### src/rtl/pulse_scan_ctrl_pkg.sv
// pulse_pkg: shared types and defaults for the pulse delay scan controller
// Contents: scan FSM state encoding, default delay width and settle count.
package pulse_pkg;
   typedef enum logic [1:0] {IDLE, ALIGN, RUN, DONE} state_t;
   localparam int DW_DEFAULT     = 16;
   localparam int SETTLE_DEFAULT = 1;
endpackage

### src/rtl/pulse_scan_ctrl_scan_counter.sv
// scan_counter: loadable up-counter with terminal-count compare
// Ports: clk; reset (async, active-high); ld/ld_val load a value (wins over inc);
//        inc counts up by one; term is the compare value; cnt is the count;
//        tc is high while cnt equals term.
module scan_counter #(
   parameter int W = 16
) (
   input  logic         clk,
   input  logic         reset,
   input  logic         ld,
   input  logic [W-1:0] ld_val,
   input  logic         inc,
   input  logic [W-1:0] term,
   output logic [W-1:0] cnt,
   output logic         tc
);
   always_ff @(posedge clk or posedge reset)
      if (reset) cnt <= '0;
      else if (ld) cnt <= ld_val;
      else if (inc) cnt <= cnt + 1'b1;
   assign tc = cnt == term;
endmodule

### src/rtl/pulse_scan_ctrl.sv
// pulse_scan_ctrl: steps the pulse generator delay through a scan, N shots per point
// Ports: clk; reset (async, active-high);
//        cfg_valid/cfg_ready + cfg_start_del/cfg_step_del/cfg_points/cfg_shots: scan setup;
//        start/abort: 1-cycle scan control pulses; period_start: generator period strobe;
//        del_out/del_upd: delay to the generator and its change strobe;
//        shot_valid: one strobe per counted shot; point_idx: current point;
//        busy/done: scan status; err_ovf: sticky delay overflow flag.
module pulse_scan_ctrl
   import pulse_pkg::*;
#(
   parameter int DW     = DW_DEFAULT,
   parameter int SETTLE = SETTLE_DEFAULT
) (
   input  logic          clk,
   input  logic          reset,
   input  logic          cfg_valid,
   output logic          cfg_ready,
   input  logic [DW-1:0] cfg_start_del,
   input  logic [DW-1:0] cfg_step_del,
   input  logic [DW-1:0] cfg_points,
   input  logic [DW-1:0] cfg_shots,
   input  logic          start,
   input  logic          abort,
   input  logic          period_start,
   output logic [DW-1:0] del_out,
   output logic          del_upd,
   output logic          shot_valid,
   output logic [DW-1:0] point_idx,
   output logic          busy,
   output logic          done,
   output logic          err_ovf
);
   localparam logic [3:0] SETTLE_N = 4'(SETTLE);
   state_t        state;
   logic [DW-1:0] sh_start, sh_step, sh_points, sh_shots, unused_shot_cnt;
   logic [3:0]    settle;
   logic [DW:0]   nxt;
   logic          shot_tc, pt_tc, go, pt_end, adv, shot_inc;
   assign cfg_ready = state == IDLE || state == DONE;
   // one cycle after the last shot of a point: either finish or advance the delay
   always_comb begin
      nxt      = {1'b0, del_out} + {1'b0, sh_step};
      go       = state == IDLE && start && sh_points != '0 && sh_shots != '0;
      pt_end   = state == RUN && !abort && shot_tc;
      adv      = pt_end && !pt_tc && !nxt[DW];
      shot_inc = state == RUN && !abort && !shot_tc && period_start;
   end
   scan_counter #(.W(DW)) u_shots (
      .clk(clk), .reset(reset), .ld(go || adv), .ld_val('0), .inc(shot_inc),
      .term(sh_shots), .cnt(unused_shot_cnt), .tc(shot_tc)
   );
   scan_counter #(.W(DW)) u_points (
      .clk(clk), .reset(reset), .ld(go), .ld_val('0), .inc(adv),
      .term(sh_points - 1'b1), .cnt(point_idx), .tc(pt_tc)
   );
   always_ff @(posedge clk or posedge reset)
      if (reset) begin
         state      <= IDLE;
         sh_start   <= '0;
         sh_step    <= '0;
         sh_points  <= '0;
         sh_shots   <= '0;
         settle     <= '0;
         del_out    <= '0;
         del_upd    <= 1'b0;
         shot_valid <= 1'b0;
         busy       <= 1'b0;
         done       <= 1'b0;
         err_ovf    <= 1'b0;
      end else begin
         del_upd    <= 1'b0;
         shot_valid <= 1'b0;
         done       <= 1'b0;
         if (cfg_valid && cfg_ready) begin
            sh_start  <= cfg_start_del;
            sh_step   <= cfg_step_del;
            sh_points <= cfg_points;
            sh_shots  <= cfg_shots;
            err_ovf   <= 1'b0;
         end
         case (state)
            IDLE:
               if (start) begin
                  if (go) begin
                     del_out <= sh_start;
                     del_upd <= 1'b1;
                     settle  <= SETTLE_N;
                     busy    <= 1'b1;
                     state   <= ALIGN;
                  end else state <= DONE;
               end
            ALIGN:
               if (abort) state <= DONE;
               else begin
                  // the strobe that finishes settling is discarded, not counted as a shot
                  if (period_start && settle != 4'd0) settle <= settle - 1'b1;
                  if (settle == 4'd0 || (period_start && settle == 4'd1)) state <= RUN;
               end
            RUN:
               if (abort) state <= DONE;
               else if (pt_end) begin
                  if (pt_tc) state <= DONE;
                  else if (nxt[DW]) begin
                     err_ovf <= 1'b1;
                     state   <= DONE;
                  end else begin
                     del_out <= nxt[DW-1:0];
                     del_upd <= 1'b1;
                     settle  <= SETTLE_N;
                     state   <= ALIGN;
                  end
               end else if (period_start) shot_valid <= 1'b1;
            DONE: begin
               done  <= 1'b1;
               busy  <= 1'b0;
               state <= IDLE;
            end
         endcase
      end
endmodule

### config.mk
export PLATFORM = sky130hd
export DESIGN_NAME = pulse_scan_ctrl
export DESIGN_NICKNAME = d
export VERILOG_FILES = /design/src/rtl/pulse_scan_ctrl_pkg.sv /design/src/rtl/pulse_scan_ctrl_scan_counter.sv /design/src/rtl/pulse_scan_ctrl.sv
export SDC_FILE = /design/constraint.sdc
export NUM_CORES = 1
export LEC_CHECK = 0
export ABC_CLOCK_PERIOD_IN_PS = 4950
export BUFFER_PORTS_ARGS = -buffer_cell sky130_fd_sc_hd__buf_2
export CAP_MARGIN = 20
export CORE_UTILIZATION = 45
export DETAILED_ROUTE_END_ITERATION = 6
export MAX_ROUTING_LAYER = met4
export PLACE_DENSITY = 0.66
export SETUP_SLACK_MARGIN = 0.05
export SLEW_MARGIN = 20
export SYNTH_ARGS = -nofsm -noshare
export SYNTH_HDL_FRONTEND = slang
export SYNTH_SLANG_ARGS = --single-unit
### constraint.sdc
create_clock -name clk -period 4.95 [get_ports clk]
set_input_delay 0.7425 -clock clk [delete_from_list [all_inputs] [get_ports clk]]
set_output_delay 0.7425 -clock clk [all_outputs]
set_load 0.01 [all_outputs]
Word level (Yosys, flattened, before mapping)
Cells that the tools add are included.

word-level totals
  input bits = 70
  flip-flop bits (word level) = 123
  logic and storage cells = 118
  output and inout port bits = 38

operators by class
  mux-type cells = 50
  $add $sub $neg = 5
  equal/unequal tests = 16
  reductions and logical operators = 33

operators by type and width
  operator                                                                number
  16-bit 2-to-1 mux                                                       10
  16-bit by 1-bit adder with 16-bit output (second input constant)        2
  16-bit equality test                                                    2
  4-bit 2-to-1 mux                                                        8
  16-bit one-hot mux with 2 select lines                                  1
  16-bit nonzero test                                                     2
  1-bit 2-to-1 mux                                                        19
  16-bit by 16-bit adder with 17-bit output                               1
  2-bit 2-to-1 mux                                                        8
  2-bit inequality test (second input constant)                           8
  16-bit by 1-bit subtractor with 16-bit output (second input constant)   1
  1-bit logical AND                                                       12
  4-bit one-hot mux with 3 select lines                                   1
  9-bit AND reduction                                                     1
  2-bit one-hot mux with 4 select lines                                   1
  2-bit nonzero test                                                      4
  7-bit AND reduction                                                     1
  3-bit inequality test (second input constant)                           2
  3-bit AND reduction                                                     2
  2-bit equality test (second input constant)                             2
  4-bit by 1-bit equality test with 1-bit output (second input constant)  1
  1-bit zero test                                                         4
  4-bit zero test                                                         1
  1-bit one-hot mux with 2 select lines                                   2
  other kinds (6)                                                         8

Logic depth before layout (Yosys ltp)
  depth in word-level cells = 9
  depth in mapped cells = 12
  depth with buffers taken out = 10

Modules after synthesis
A second synthesis with hierarchy kept.

second synthesis, totals
  cell total of the unflattened synthesis = 704
  area, all modules = 7315.8 um^2

by module, submodules not included
  module                    seq. area each (um^2)  area each (um^2)  times used  cells each
  pulse_scan_ctrl           2277.2                 5143.7            1           457
  scan_counter at u_shots   400.4                  1092.3            1           123
  scan_counter at u_points  400.4                  1079.8            1           124

Worst setup path after synthesis
Ideal clock, no wire load.

  path kind = register to register
  from = reg del_out[0]
  to = reg settle[0]
  buffers on the path = 0
  data arrival time = 3.258 ns
  period minus slack after synthesis = 3.383 ns
  setup slack = 1.567 ns
  setup time = 0.125 ns
  data required time = 4.825 ns
  stages on the path, launching flop included = 11
  cells stage by stage = dfrtp_1 ha_1 fa_1 a211oi_1 o21ai_1 a41oi_2 o21ai_1 a221oi_1 o211ai_1 a21oi_2 mux2_2

between the ends
  cells in the longest elaborated chain, start to end = 3

RTL lines
  item                                       RTL line                source
  start, declared                            pulse_scan_ctrl.sv:25   output logic [DW-1:0] del_out,
  start signal, assigned                     pulse_scan_ctrl.sv:85   del_out <= sh_start;
  start signal, assigned                     pulse_scan_ctrl.sv:107  del_out <= nxt[DW-1:0];
  16-bit by 16-bit adder with 17-bit output  pulse_scan_ctrl.sv:42   nxt = {1'b0, del_out} + {1'b0, sh_step};
  2-bit inequality test (no line)            -
  9-bit AND reduction (no line)              -
  end signal, assigned                       pulse_scan_ctrl.sv:96   if (period_start && settle != 4'd0) settle <= settle - 1'b1;
  end, declared                              pulse_scan_ctrl.sv:36   logic [3:0] settle;

Every way passes these cells.
A chain may end at the register's enable or synchronous reset.

Final worst setup path
  from = reg del_out[0]
  to = reg u_points.cnt[15]

between the ends
  cells in the longest elaborated chain, start to end = 4

RTL lines
  item                                       RTL line                            source
  16-bit by 16-bit adder with 17-bit output  pulse_scan_ctrl.sv:42
  1-bit zero test                            pulse_scan_ctrl.sv:45               adv = pt_end && !pt_tc && !nxt[DW];
  1-bit logical AND                          pulse_scan_ctrl.sv:45
  2-bit nonzero test (no line)               -
  end signal, assigned                       pulse_scan_ctrl_scan_counter.sv:19  else if (ld) cnt <= ld_val;
  end signal, assigned                       pulse_scan_ctrl_scan_counter.sv:20  else if (inc) cnt <= cnt + 1'b1;
  end, declared                              pulse_scan_ctrl_scan_counter.sv:14  output logic [W-1:0] cnt,

Every way passes these cells.

==> flow_summary.toml <==
[run_status]
status = "finished, final reports clean"

[route]
drt_iter0_markers = 244
drt_wl_total_um = 16470
ant_nets = 0
drt-vias-per-instance = 5.691
drc_errors = 0
detail_route.wl_per_cell_um = 17.36
via_count = 5401
firstDrtPassIters = 5

[synth]
ys_async_sr_fraction = 1.000
ys_seq_elements = 123
yosys.area.top_type = "dfrtp_1"
synth_nets = 739
netlist_instances = 642
ys_warn_count = 0
ys_types = 61
synth_edf_count = 0
syn_area_um2 = 7005
synth_flop_cell = "dfrtp_1"
yosys-top-cells-area = "dfrtp_1, mux2_2, xnor2_1, ha_1, mux2_4"
syn_avg_cell_area_um2 = 10.91
yosysTopAreaCellShare = 0.4394
synth_seq_area_share = 0.4394

[clocking]
cts_hold_buf = 0
clkSlewWorstSetupHoldPaths_ns = 0.05
cts_tree = "done"
cts_setup_buffers = 0
cts_root_buf = "clkbuf_16"
numCtsBuffers = 17
htreeDepth = 4
clock_path_buffers = 2
clk_latency_ns = 0.42
cts_resized = 0
cts.sinks = 123

[final_layout]
final_cell_mix = "dfrtp_1, buf_2, mux2_2"
fillers = 1333
utilization = 0.5486
drive_gt1_frac = 0.3289
nets = 844
final_cell_area_um2 = 8339
area_growth_pct = 19.04
layout_commonest_cell = "dfrtp_1"

[setup_path]
crit_path_start_kind = "flop"
rr_startpoint = "del_out[0]"
worstRegToRegCells = 10
worstPathRequired_ns = 5.30
arrival_ns = 4.04
cp_max_fo = 17
ff2ff_setup_slack_ns = 1.27
r2r_end = "u_points.cnt[15]"
end_kind = "flop"
path_class = "reg -> reg"

[global_route]
antenna_found_initial = 1
grt_max_degree = 48
grt_pass1_vias = 5386
grt_pass1_wl_um = 26970
grt_usage = 0.2223
grt_remaining_overflow = 0

[floorplan]
dieArea_um2 = 16070
row_count = 45
die_x_um = 126.8
ioPinCount = 108
start_util = 0.4608
die_y_um = 126.8
coreArea_um2 = 15200

[placed_design]
post-dp-hpwl_um = 12160
gp_congestion = 0.9136
place_area_um2 = 7716
portBuffers = 107

[sta]
period_needed_ns = 3.684
slew_headroom = 0.2934
setup_violations = 0
hold_viol_final = 0
timing.fmax_mhz = 271.4
period_share = 0.7443
rsz0062_at_grt = "no"
clock_skew_ns = 0.008179
fin_tns_setup_ns = 0
drv_slew = 0
tightest_slew_ns = 1.058

[power_and_ir_drop]
p_per_area_nw_per_um2 = 698.8
cellLeakagePower_nw = 3.631
peakVddDrop_mv = 0.3398
power_mw = 5.827

[run]
max_cap_violations = 0

[worst_hold_path]
hp-class = "in -> async"
sequential cells by signal, indices dropped and copies added (netlist names), 2 cells and up:
register and count:
del_out 16, sh_points 16, sh_shots 16, sh_start 16, sh_step 16, u_points.cnt 16
u_shots.cnt 16, settle 4, state 2
logic make-up (layout without fill, tap and decap cells):
logic type / count (synthesis) / in the layout / share of synthesized area
DFF: 123 / 123 / 0.4394
other: 0 / 1 / 0
AOI/OAI and AO/OA: 94 / 94 / 0.09145
xor gates and xnor gates: 65 / 65 / 0.08126
adders and majority gates: 27 / 27 / 0.04929
buffers and inverters: 47 / 165 / 0.02804
muxes: 97 / 97 / 0.1604
and+or+nand+nor: 189 / 189 / 0.1502
worst max path at each step:
stage	startpoint	endpoint	slack (ns)
2_1_floorplan	reset	busy	0.94
3_3_place_gp	del_out[0]	u_shots.cnt[15]	1.31
3_5_place_dp	del_out[0]	u_shots.cnt[6]	1.16
4_1_cts	del_out[0]	u_shots.cnt[5]	1.11
5_1_grt	sh_points[0]	del_out[13]	1.02
6_report	del_out[0]	u_points.cnt[15]	1.27
through the flow:
| step | setup WS [ns] | instances | hold slack (ns) |
|---|---|---|---|
| detailed placement | 1.161 | 916 | 0.4929 |
| finish | 1.266 | 949 | 0.3500 |
| floorplan | 0.9366 | 642 | 0.4767 |
| CTS | 1.107 | 948 | 0.3639 |
| global route | 1.024 | 949 | 0.3806 |
| global placement | 1.313 | 916 | 0.4939 |
power breakdown:
group          leakage [nW]  switching (mW)  internal [mW]
registers              1.53           0.389           1.40
clock network         0.302           0.450          0.849
logic                  1.80            1.36           1.39
Yosys cell counts (all sizes together), types with 2 or more instances:
library cell,count
o2bb2ai,2
xnor2,54
ha,26
or3,16
o2111ai,2
a21oi,25
o21ai,20
nor4b,4
clkbuf,21
nor4,13
a31oi,2
or4,11
and2,2
nand3,13
and4,4
nand3b,4
nor2,40
mux2,92
nor3,13
o211ai,9
nand4,20
xor2,11
a2111oi,2
o31ai,4
and3,6
a221oi,3
dfrtp,123
a211oi,3
o21a,2
mux2i,5
o31a,2
a31o,2
nand2b,5
buf,6
a21o,4
nor2b,3
nand2,31
inv,20
o22ai,3
o21bai,2
critical path, cell delays in order (launching register included):
cell      delay (ns)
dfrtp_1         0.40
ha_1            0.24
fa_1            0.44
a211oi_1        0.30
o21ai_1         0.17
a41oi_2         0.30
o21ai_1         0.14
a221o_1         0.56
or4_1           0.59
or4_1           0.40
nand2_1         0.08
cell type report:
class	instances	area, um^2	share of cell area
clock buffers	19	442.9	0.05311
flip-flops and latches	123	3078	0.3691
multi-input cells	472	3749	0.4495
inverters	20	77.57	0.009302
diodes	1	2.502	0.0003001
well taps	188	235.2	0.02821
repair buffers	113	580.6	0.06962
clock inverters	13	173.9	0.02086
routing by layer:
metal  wire length [um]  up-vias  global-route usage  share of wire
met2               7841      141              0.3429           0.48
met3                757       24             0.04977          0.046
li1                   -     2568                   -              -
met4                306        0             0.08964          0.019
met5                  0        -                   -              0
met1               7568     2668              0.2844           0.46
Power figures use the tool's default switching activity.
